**src/rtl/cfg_loader.sv**
```systemverilog
// Configuration loader: packs a byte stream into FRAME_W-bit tile frames and writes them to tiles 0..NUM_TILES-1 in order.
// Optional end-of-load checksum beat is enabled by defining CFG_LOADER_CHECKSUM_EN.
module cfg_loader #(
  parameter int NUM_TILES = 4,
  parameter int FRAME_W   = 77,
  parameter int IN_W      = 8
) (
  input  logic                 clk,
  input  logic                 rst,
  input  logic                 start,
  input  logic                 abort,
  input  logic [IN_W-1:0]      in_data,
  input  logic                 in_valid,
  output logic                 in_ready,
  output logic [FRAME_W-1:0]   tile_bits,
  output logic [NUM_TILES-1:0] tile_wr_en,
  output logic                 busy,
  output logic                 done,
  output logic                 err
);

  localparam int BYTES_PER_FRAME = (FRAME_W + IN_W - 1) / IN_W;
  localparam int BYTE_W = (BYTES_PER_FRAME > 1) ? $clog2(BYTES_PER_FRAME) : 1;
  localparam int TILE_W = (NUM_TILES > 1) ? $clog2(NUM_TILES) : 1;
  localparam logic [BYTE_W-1:0] BYTE_LAST = BYTE_W'(BYTES_PER_FRAME - 1);
  localparam logic [TILE_W-1:0] TILE_LAST = TILE_W'(NUM_TILES - 1);

`ifdef CFG_LOADER_CHECKSUM_EN
  typedef enum logic [2:0] {IDLE, LOAD, WRITE, CHECK, DONE} state_t;
`else
  typedef enum logic [2:0] {IDLE, LOAD, WRITE, DONE} state_t;
`endif

  state_t            state, state_next;
  logic [BYTE_W-1:0] byte_cnt;
  logic [TILE_W-1:0] tile_cnt;
  logic              beat_ok;

  assign beat_ok = in_valid && in_ready;

  always_ff @(posedge clk) begin
    if (rst) state <= IDLE;
    else     state <= state_next;
  end

  // Outputs decode the registered state, so a WRITE pulse still fires in the cycle an abort arrives.
  always_comb begin
    state_next = state;
    in_ready   = 1'b0;
    tile_wr_en = '0;
    busy       = (state != IDLE);
    done       = 1'b0;
    case (state)
      IDLE: if (start) state_next = LOAD;
      LOAD: begin
        in_ready = 1'b1;
        if (abort)                                 state_next = IDLE;
        else if (in_valid && byte_cnt == BYTE_LAST) state_next = WRITE;
      end
      WRITE: begin
        tile_wr_en = NUM_TILES'(1) << tile_cnt;
        if (abort)                       state_next = IDLE;
`ifdef CFG_LOADER_CHECKSUM_EN
        else if (tile_cnt == TILE_LAST) state_next = CHECK;
`else
        else if (tile_cnt == TILE_LAST) state_next = DONE;
`endif
        else                             state_next = LOAD;
      end
`ifdef CFG_LOADER_CHECKSUM_EN
      CHECK: begin
        in_ready = 1'b1;
        if (abort)         state_next = IDLE;
        else if (in_valid) state_next = DONE;
      end
`endif
      DONE: begin
        done       = 1'b1;
        state_next = IDLE;
      end
      default: state_next = IDLE;
    endcase
  end

  // Beat k lands in frame bits [k*IN_W +: IN_W]; bits of the last beat beyond FRAME_W have no home and are dropped.
  always_ff @(posedge clk) begin
    if (rst) begin
      byte_cnt  <= '0;
      tile_cnt  <= '0;
      tile_bits <= '0;
    end else begin
      case (state)
        IDLE: begin
          byte_cnt <= '0;
          tile_cnt <= '0;
        end
        LOAD: if (beat_ok) begin
          for (int b = 0; b < FRAME_W; b++)
            if (byte_cnt == BYTE_W'(b / IN_W)) tile_bits[b] <= in_data[b % IN_W];
          byte_cnt <= (byte_cnt == BYTE_LAST) ? '0 : byte_cnt + 1'b1;
        end
        WRITE: if (tile_cnt != TILE_LAST) tile_cnt <= tile_cnt + 1'b1;
        default: ;
      endcase
    end
  end

`ifdef CFG_LOADER_CHECKSUM_EN
  logic [IN_W-1:0] csum;
  logic            err_q;

  // Running XOR covers full beats including padding; err is sticky until the next start.
  always_ff @(posedge clk) begin
    if (rst) begin
      csum  <= '0;
      err_q <= 1'b0;
    end else if (state == IDLE && start) begin
      csum  <= '0;
      err_q <= 1'b0;
    end else if (state == LOAD && beat_ok) begin
      csum <= csum ^ in_data;
    end else if (state == CHECK && beat_ok) begin
      err_q <= (in_data != csum);
    end
  end

  assign err = err_q;
`else
  assign err = 1'b0;
`endif

endmodule

```
**config.mk**
```make
export PLATFORM = sky130hd
export DESIGN_NAME = cfg_loader
export DESIGN_NICKNAME = d
export VERILOG_FILES = /design/src/rtl/cfg_loader.sv
export SDC_FILE = /design/constraint.sdc
export NUM_CORES = 1
export LEC_CHECK = 0
export ABC_AREA = 0
export BUFFER_PORTS_ARGS = -buffer_cell sky130_fd_sc_hd__buf_2
export CORE_MARGIN = 2
export CORE_UTILIZATION = 30
export CTS_CLUSTER_DIAMETER = 80
export DETAILED_ROUTE_END_ITERATION = 16
export MAX_ROUTING_LAYER = met4
export PLACE_DENSITY_LB_ADDON = 0.12
export REMOVE_ABC_BUFFERS = 1
export SLEW_MARGIN = 20
export SYNTH_ARGS = -nofsm -noshare
export SYNTH_HDL_FRONTEND = slang
export SYNTH_SLANG_ARGS = --single-unit
```
**constraint.sdc**
```tcl
create_clock -name clk -period 1.6 [get_ports clk]
set_input_delay 0.32 -clock clk [delete_from_list [all_inputs] [get_ports clk]]
set_output_delay 0.32 -clock clk [all_outputs]
set_load 0.005 [all_outputs]
```
==> impl_results.md, run 1 <==
- Post-route minimum period: 1.629 ns
- H-tree depth: 3
- Simple-Gate Fraction of Synth Area: 0.1884
- Gr ovfl total: 0
- Worst-Skew Late Latency: 0.33 ns
- Crit path launch type: flop
- Largest family of logic cells by synthesized area: multiplexers
- CTS tree: yes
- Starting density of the core: 0.3040
- N_diodes: 0
- RSZ-0062 raised after global routing: true
- Wire length of the first global-routing pass: 14,860 µm
- Placement Setup Slack: -0.05459 ns
- Critical Path End Type: primary output
- Unique masters post-synth: 41
- Mapped Area: 0.003427 mm²
- Violations in the final reports: setup timing
- CTS root buf: clkbuf_16
- Area Growth Syn to Fin: 29.54%
- Max Cap Viol: 0
- Largest net degree at the start of global routing: 40
- Die width: 110.9 µm
- Residual DRC count: 0
- Xor/xnor cell area share of the yosys netlist: 0
- DR vias/cell: 4.624
- Setup Skew: 0.005741 ns
- Routability cong.: 0.8201
- Clock Sinks: 85
- Die Ht: 110.9 µm
- Post-DP HPWL: 6327 µm
- Final core area utilization: 0.3938
- Antenna violations before repair: 0
- Max Freq: 0.6137 GHz
- Maximum buffer depth of the clock tree: 2
- Synth Area in Compound Gates: 0.05513
- Total Wirelength: 9166 µm
- Final ANT Viol Nets: 0
- Fin crit share: 1.018
- PnR worst setup slack: -0.02950 ns
- Final slew viol count: 0
- Core area: 0.01127 mm²
- Hold Path Class: input pin to flop
- Ys flop type: dfxtp_1
- Clock slew at reported path FFs: 0.06 ns
- CP Data Required Time: 1.28 ns
- Iter 0 DRT Violations: 78
- YS warnings: 0
- # nets final: 469
- Post-Synthesis Cells: 348
- GRT Resource Usage Total: 0.1576
- Max Fanout on Critical Path: 6
- Syn Area/Cell: 9.848 µm²
- DR WL/cell: 15.30 µm
- Adder-Cell Fraction of Synth Area: 0.01460
- VDD IR max: 0.5534 mV
- Total power: 4.298 mW
- EDFF count, synth: 0
- Lkg Pwr: 2.374 nW
- Class of the most critical setup path: flop to primary output
- Outcome: finished, violations left
- DR vias: 2,770
- # hold bufs at CTS: 0
- Pwr/cell area: 968.1 mW/mm²
- Num rows: 39
- IO Port Bufs: 96
- Layout cells sized above 1: 0.3289
- Drt first pass iters: 4
- #FFs+latches synth: 85
- Async SR Flop Fraction: 0
- CP arrival: 1.31 ns
- Final setup fails: 4
- Die area: 0.01229 mm²
- Mux contribution to synthesized area: 0.2015
- Io pins: 98
- Vias in the first global route: 2,714
- Hold Vio Cnt, Final: 0
- Sequential share of the synthesized area: 0.4965
- Total CTS buffers: 9
-- metal layers --
| metal | part of all wire | GRT usage |
|---|---|---|
| met1 | 0.49 | 0.2098 |
| met2 | 0.44 | 0.2352 |
| met3 | 0.054 | 0.03937 |
| met4 | 0.014 | 0.05250 |
| met5 | 0 | - |
-- synthesized netlist by cell type, types with 3 or more instances --
library cell,instances,area (µm²)
o21ai_0,4,20.02
inv_1,5,18.77
and2_1,6,37.54
buf_2,6,30.03
ha_1,4,50.05
o21ai_1,7,35.03
nand3_2,3,30.03
nand3_1,13,65.06
nor2b_1,5,31.28
clkbuf_1,8,30.03
nand4_2,4,50.05
buf_6,3,33.78
mux2i_1,69,690.7
nand2_1,80,300.3
a21oi_1,14,70.07
dfxtp_1,85,1702
nor2_1,3,11.26
-- worst max-delay path: stages (launching register included) --
cell and delay [ns]:
dfxtp_2 0.34, buf_6 0.12, and2b_2 0.25, and2_4 0.17, buf_6 0.11
-- final timing paths --
check,slack (ns),to,start,cells past startpoint
hold reg to reg,0.46,tile_bits[25],tile_bits[25],2
hold / removal,0.26,tile_bits[65],in_data[1],3
setup / recovery,-0.03,tile_wr_en[3],state[0],4
setup reg to reg,0,tile_bits[28],state[1],3
-- cells in the final DEF, fill, tap and decap left out, types with 2 or more instances in the layout --
cell,synthesis,routed
and2_1,6,3
nand3_2,3,3
dfxtp_2,0,4
buf_6,3,5
o21ai_0,4,4
buf_2,6,93
a21oi_1,14,14
clkbuf_8,0,2
mux2i_1,69,69
a31oi_1,2,2
inv_1,5,4
buf_4,2,15
nand4_2,4,3
inv_2,1,2
ha_1,4,4
nand3_1,13,13
nand2_1,80,80
and3b_2,2,2
nand3b_1,2,2
nor2_1,3,3
dfxtp_1,85,81
o21ai_1,7,7
clkbuf_16,0,9
nor2b_1,5,5
and3_1,2,2
and2_4,0,3
-- state kept, by name, indices dropped and copies added (netlist names) --
| register | cells |
|---|---|
| byte_cnt | 4 |
| state | 2 |
| tile_bits | 77 |
| tile_cnt | 2 |
-- timing repair --
action | in CTS | in global routing
pin swaps | 3 | 0
buffers inserted | 5 | 0
endpoints found under the setup margin | 21 | 60
cloned | 0 | 0
resized for setup | 7 | 9
-- per-stage QoR --
step / instances / TNS [ns] / hold slack, ns / area, µm²
detailed placement: 579 / -0.6145 / 0.4439 / 4073
CTS: 599 / -0.2752 / 0.2514 / 4408
floorplan: 327 / -0.6295 / 0.3891 / 3303
global placement: 579 / 0 / 0.4436 / 4073
finish: 599 / -0.04610 / 0.2580 / 4439
global route: 599 / -1.591 / 0.2594 / 4439
-- report_power, final --
part | switching (mW) | total (mW) | internal, mW
logic | 0.144 | 0.217 | 0.0729
registers | 0.00752 | 2.14 | 2.13
clock network | 0.816 | 1.94 | 1.13
total | 0.967 | 4.30 | 3.33
-- logic make-up (layout without fill, tap and decap cells) --
| group | after synthesis | in the layout |
|---|---|---|
| AO/OA/AOI/OAI | 33 | 33 |
| adder cells (fa/ha/maj) | 4 | 4 |
| buffers and inverters | 27 | 135 |
| flip-flops | 85 | 85 |
| multiplexers | 69 | 69 |
| other | 1 | 1 |
| AND/OR/NAND/NOR | 129 | 129 |
-- cell type report --
type,instances,area [µm²]
inverter,6,22.52
tap,143,178.9
clock inverter,3,21.27
sequential,85,1707
timing repair buffer,114,654.4
clock buffer,12,256.5
multi-input combinational,236,1599
fill,1135,6833
Power figures use the tool's default switching activity.
==> run 2: changes to the inputs <==
--- a/config.mk
+++ b/config.mk
@@ -11,7 +11,6 @@
 export CORE_UTILIZATION = 30
 export CTS_CLUSTER_DIAMETER = 80
 export DETAILED_ROUTE_END_ITERATION = 16
-export MAX_ROUTING_LAYER = met4
 export PLACE_DENSITY_LB_ADDON = 0.12
 export REMOVE_ABC_BUFFERS = 1
 export SLEW_MARGIN = 20
==> run 2 against run 1 <==
Maximum frequency about the same; critical endpoint unchanged; the flow still finishes with violations (setup timing); critical path depth unchanged; sequential power about the same; first-iteration DRC count up 1.3%; sequential share of layout area unchanged; routed wire length about the same.
==> impl_results.md, run 2 (same netlist as run 1, synthesis figures left out) <==
- Critical R2R Launch: state[1]
- N_diodes: 0
- Final ANT Viol Nets: 0
- Total Wirelength: 9157 µm
- Worst Path Buf+Inv: 2
- Layout cells sized above 1: 0.3289
- Cell mode on critical path: buf_6
- RSZ-0062 raised after global routing: true
- Max Freq: 0.6139 GHz
- DR WL/cell: 15.29 µm
- Max Cap Viol: 0
- Die width: 110.9 µm
- # hold bufs at CTS: 0
- H-tree depth: 3
- Post-route minimum period: 1.629 ns
- Max reg flops: 77
- Final setup fails: 6
- Outcome: finished, violations left
- Crit path largest cell delay: 0.34 ns
- Sequential power share: 0.497
- Post-DP HPWL: 6327 µm
- Core area: 0.01127 mm²
- CTS root buf: clkbuf_16
- Lkg Pwr: 2.374 nW
- CP Data Required Time: 1.28 ns
- Antenna violations before repair: 0
- CTS tree: yes
- Gr ovfl total: 0
- Hold Vio Cnt, Final: 0
- Iter 0 DRT Violations: 79
- CP max-delay cell: dfxtp_2
- Drt first pass iters: 4
- Largest net degree at the start of global routing: 40
- Starting density of the core: 0.3040
- Wire length of the first global-routing pass: 14,900 µm
- Total CTS buffers: 9
- Hold endpoint: tile_bits[65]
- Critical Path End Type: primary output
- Die Ht: 110.9 µm
- Vias in the first global route: 2,703
- GRT Resource Usage Total: 0.1534
- Area Growth Syn to Fin: 29.54%
- Die area: 0.01229 mm²
- Hold Crit Start: in_data[1]
- DR vias/cell: 4.586
- Comb power frac: 0.050
- Placement Setup Slack: -0.05459 ns
- Worst hold path stage count: 3
- Maximum buffer depth of the clock tree: 2
- Clk pwr share: 0.453
- Clock slew at reported path FFs: 0.06 ns
- Cell Chain, Critical Path: buf_6 > and2b_2 > and2_4 > buf_6
- Commonest non-fill, non-tap cells in the layout: buf_2 (93), dfxtp_1 (81), nand2_1 (80)
- Regs by FF count: tile_bits (77), byte_cnt (4)
- Placed Area: 0.004073 mm²
- DR vias: 2,747
- R2r setup slk: -0.01 ns
- Clock Sinks: 85
- Routability cong.: 0.8083
- Hold Path Class: input pin to flop
- Residual DRC count: 0
- Net Switching: 0.9702 mW
- Fin crit share: 1.018
- Num rows: 39
- Class of the most critical setup path: flop to primary output
- Crit path launch type: flop
- Pwr/cell area: 968.9 mW/mm²
- Max Fanout on Critical Path: 6
- # nets final: 469
- Largest register by flop count: tile_bits
- Hold Worst Slack: 0.2576 ns
- PnR worst setup slack: -0.02886 ns
- Setup Skew: 0.007554 ns
- CP arrival: 1.31 ns
- Sw Ratio: 0.2256
- IO Port Bufs: 96
- Pint: 3.331 mW
- CP top delay family: simple AND/OR/NAND/NOR gates
- Final slew viol count: 0
- Worst-Skew Late Latency: 0.33 ns
- Io pins: 98
- VDD IR max: 0.5546 mV
- Critical path depth in cells: 4
- FF-to-FF path depth: 3
- Most common cell after layout, fill and taps aside: buf_2
- RR Endpoint: tile_bits[28]
- Design Area, Final: 0.004439 mm²
- Final core area utilization: 0.3938
- Violations in the final reports: setup timing
## run 2: power groups by stage
stage | Clock [mW] | Combinational, mW | Sequential (mW)
floorplan | 0 | 0.0963 | 2.19
global placement | 0 | 0.211 | 2.18
detailed placement | 0 | 0.212 | 2.18
CTS | 2.00 | 0.219 | 2.14
global route | 2.09 | 0.238 | 2.14
finish | 1.95 | 0.217 | 2.14
## run 2: worst max-delay path by stage
| stage | start | to | slack, ns |
|---|---|---|---|
| after CTS | byte_cnt[2] | tile_bits[58] | -0.04 |
| after global routing | state[1] | tile_bits[28] | -0.11 |
| final | state[0] | tile_wr_en[3] | -0.03 |
| after detailed placement | in_valid | tile_bits[28] | -0.05 |
| after global placement | in_valid | tile_bits[62] | 0.002 |
| after floorplan | state[0] | tile_bits[48] | -0.03 |
## run 2: routing by layer
| layer | part of all wire | wire [µm] | global-route usage | up-vias |
|---|---|---|---|---|
| met2 | 0.44 | 4036 | 0.2348 | 63 |
| met1 | 0.48 | 4420 | 0.2040 | 1282 |
| li1 | - | - | - | 1392 |
| met4 | 0.014 | 131 | 0.05250 | 0 |
| met5 | 0 | 0 | 0 | - |
| met3 | 0.062 | 568 | 0.04975 | 10 |
## run 2: repair_timing
| item | 4_1_cts | 5_1_grt |
|---|---|---|
| pin swaps | 3 | 0 |
| gates resized for setup | 7 | 9 |
| endpoints found under the setup margin | 21 | 60 |
| gates cloned | 0 | 0 |
| setup buffers | 5 | 0 |
## run 2: cell type report
type,count,area (µm²)
Fill cell,1135,6833
Sequential cell,85,1707
Multi-Input combinational cell,236,1599
Timing Repair Buffer,114,654.4
Clock buffer,12,256.5
Tap cell,143,178.9
Inverter,6,22.52
Clock inverter,3,21.27
## run 2: metrics by stage
step                      setup TNS (ns)  instances  total power, mW
after floorplan                  -0.6295        327            2.285
after global routing              -1.603        599            4.469
after CTS                        -0.2752        599            4.360
after detailed placement         -0.6145        579            2.395
after global placement                 0        579            2.394
final                           -0.05554        599            4.301
## run 2: worst min-delay path, stage by stage
cell and delay, ns:
buf_2 0.11, nand3_1 0.06, a21oi_1 0.05
==> run 3: changes to the inputs <==
==> constraint.sdc (replaced) <==
create_clock -name clk -period 1.6 [get_ports clk]
set_input_delay 0.08 -clock clk [delete_from_list [all_inputs] [get_ports clk]]
set_output_delay 0.08 -clock clk [all_outputs]
set_load 0.005 [all_outputs]
==> run 3 against run 2 <==
The run now ends clean; clock-buffer cell count unchanged; worst hold slack lost 0.25 ns; combinational power fell by 3%.
==> impl_results.md, run 3 (same netlist as run 1, synthesis figures left out) <==
- Clock slew at reported path FFs: 0.06 ns
- Io pins: 98
- # nets final: 465
- Placed cells: 577
- Crit path launch type: flop
- M1 wire length: 4448 µm
- Maximum buffer depth of the clock tree: 2
- Routed wl met3: 544 µm
- Vias in the first global route: 2,731
- Final setup fails: 0
- Routability cong.: 0.7959
- CP Data Required Time: 1.80 ns
- Non-Filler Instances: 596
- Pwr/cell area: 1001 mW/mm²
- Most common cell after layout, fill and taps aside: buf_2
- GRT Resource Usage Total: 0.1539
- Total CTS buffers: 9
- CP max-delay cell: and3b_1
- Total power: 4.389 mW
- Core area: 0.01127 mm²
- DR WL/cell: 15.73 µm
- Max Fanout on Critical Path: 8
- Final ANT Viol Nets: 0
- VDD IR max: 0.4138 mV
- Final core area utilization: 0.3892
- Die area: 0.01229 mm²
- Design Area, Final: 0.004387 mm²
- Starting density of the core: 0.3040
- Iter 0 DRT Violations: 90
- Max Freq: 0.6329 GHz
- Critical Path End Type: flop
- Filler cells: 1,133
- CTS root buf: clkbuf_16
- Post-DP HPWL: 6405 µm
- Largest net degree at the start of global routing: 36
- Placed Area: 0.004058 mm²
- H-tree depth: 3
- Commonest non-fill, non-tap cells in the layout: buf_2 (96), dfxtp_1 (84), nand2_1 (80)
- Total Wirelength: 9378 µm
- Fin crit share: 0.9875
- Wire length of the first global-routing pass: 14,940 µm
- RSZ-0062 raised after global routing: true
- Hold Vio Cnt, Final: 0
- DR vias/cell: 4.698
- Drt first pass iters: 7
- Post-route minimum period: 1.580 ns
- Max reg flops: 77
- Crit path largest cell delay: 0.46 ns
- Max Cap Viol: 0
- Gr ovfl total: 0
- Class of the most critical setup path: flop to flop
- Residual DRC count: 0
- Regs by FF count: tile_bits (77), byte_cnt (4)
- Cell Chain, Critical Path: and3b_1 > nand4_2 > mux2i_1
- Setup Fix Bufs, Post-CTS: 0
- Layout cells sized above 1: 0.3046
- Outcome: finished clean
- Setup Skew: 0.007299 ns
- Reg area: 0.001703 mm²
- DR vias: 2,800
- Die Ht: 110.9 µm
- Area Growth Syn to Fin: 28.00%
- Final slew viol count: 0
- N_diodes: 0
- IO Port Bufs: 96
- Met2 wire len: 4173 µm
- CP arrival: 1.78 ns
- DR top layer: met4
- Hold Path Class: input pin to flop
- Num rows: 39
- CTS tree: yes
- Die width: 110.9 µm
- Clock Sinks: 85
- Lkg Pwr: 2.349 nW
- Largest register by flop count: tile_bits
- Antenna violations before repair: 0
- Worst-Skew Late Latency: 0.34 ns
- Multi-input gate area: 0.001580 mm²
[run 3: changes by cell type in the layout (fill, tap and decap cells not counted), sizes merged]
| cell | delta |
|---|---|
| buf | -7 |
| dlygate4sd3 | +3 |
| inv | +1 |
[run 3: power by group]
group / internal [mW] / switching, mW / leakage [nW]
sequential: 2.13 / 0.00752 / 0.686
clock: 1.18 / 0.857 / 0.145
combinational: 0.0682 / 0.143 / 1.52
total: 3.38 / 1.01 / 2.35
[run 3: worst max-delay path, delay by kind of cell, from the launching register on]
family,cells,cell delay (ns)
mux,1,0.22
flops,1,0.34
simple gates,2,0.88
[run 3: metal layers]
| metal | GRT usage | vias to the layer above |
|---|---|---|
| met1 | 0.1984 | 1325 |
| met5 | 0 | - |
| li1 | - | 1384 |
| met4 | 0.07500 | 0 |
| met2 | 0.2380 | 76 |
| met3 | 0.04210 | 15 |
[run 3: area by class of cell]
cell class	count	share of cell area
Multi-Input combinational cell	236	0.3602
Inverter	6	0.005134
Clock buffer	12	0.06075
Clock inverter	4	0.006845
Sequential cell	85	0.3882
Tap cell	143	0.04079
Timing Repair Buffer	110	0.1380
[run 3: stage by stage]
step / worst slack, ns / setup TNS [ns] / hold WS [ns]
CTS: -0.02393 / -0.2071 / 0.0005235
detailed placement: 0.01412 / 0 / 0.3590
finish: 0.02002 / 0 / 0.01155
global placement: 0.04530 / 0 / 0.3531
global route: -0.08417 / -2.260 / 0.01979
floorplan: -0.02589 / -0.6295 / 0.1491
[run 3: timing repair]
item,in CTS,in global routing
endpoints found under the setup margin,23,62
gates resized for setup,0,2
hold endpoints to repair,3,0
hold buffers,3,0
[run 3: path summary, 6_finish.rpt]
check	from	endpoint	slack (ns)	cells after the start
max	state[1]	tile_bits[63]	0.02	3
min	in_data[2]	tile_bits[66]	0.01	3
max reg2reg	state[1]	tile_bits[63]	0.02	3
min reg2reg	tile_bits[8]	tile_bits[8]	0.46	2
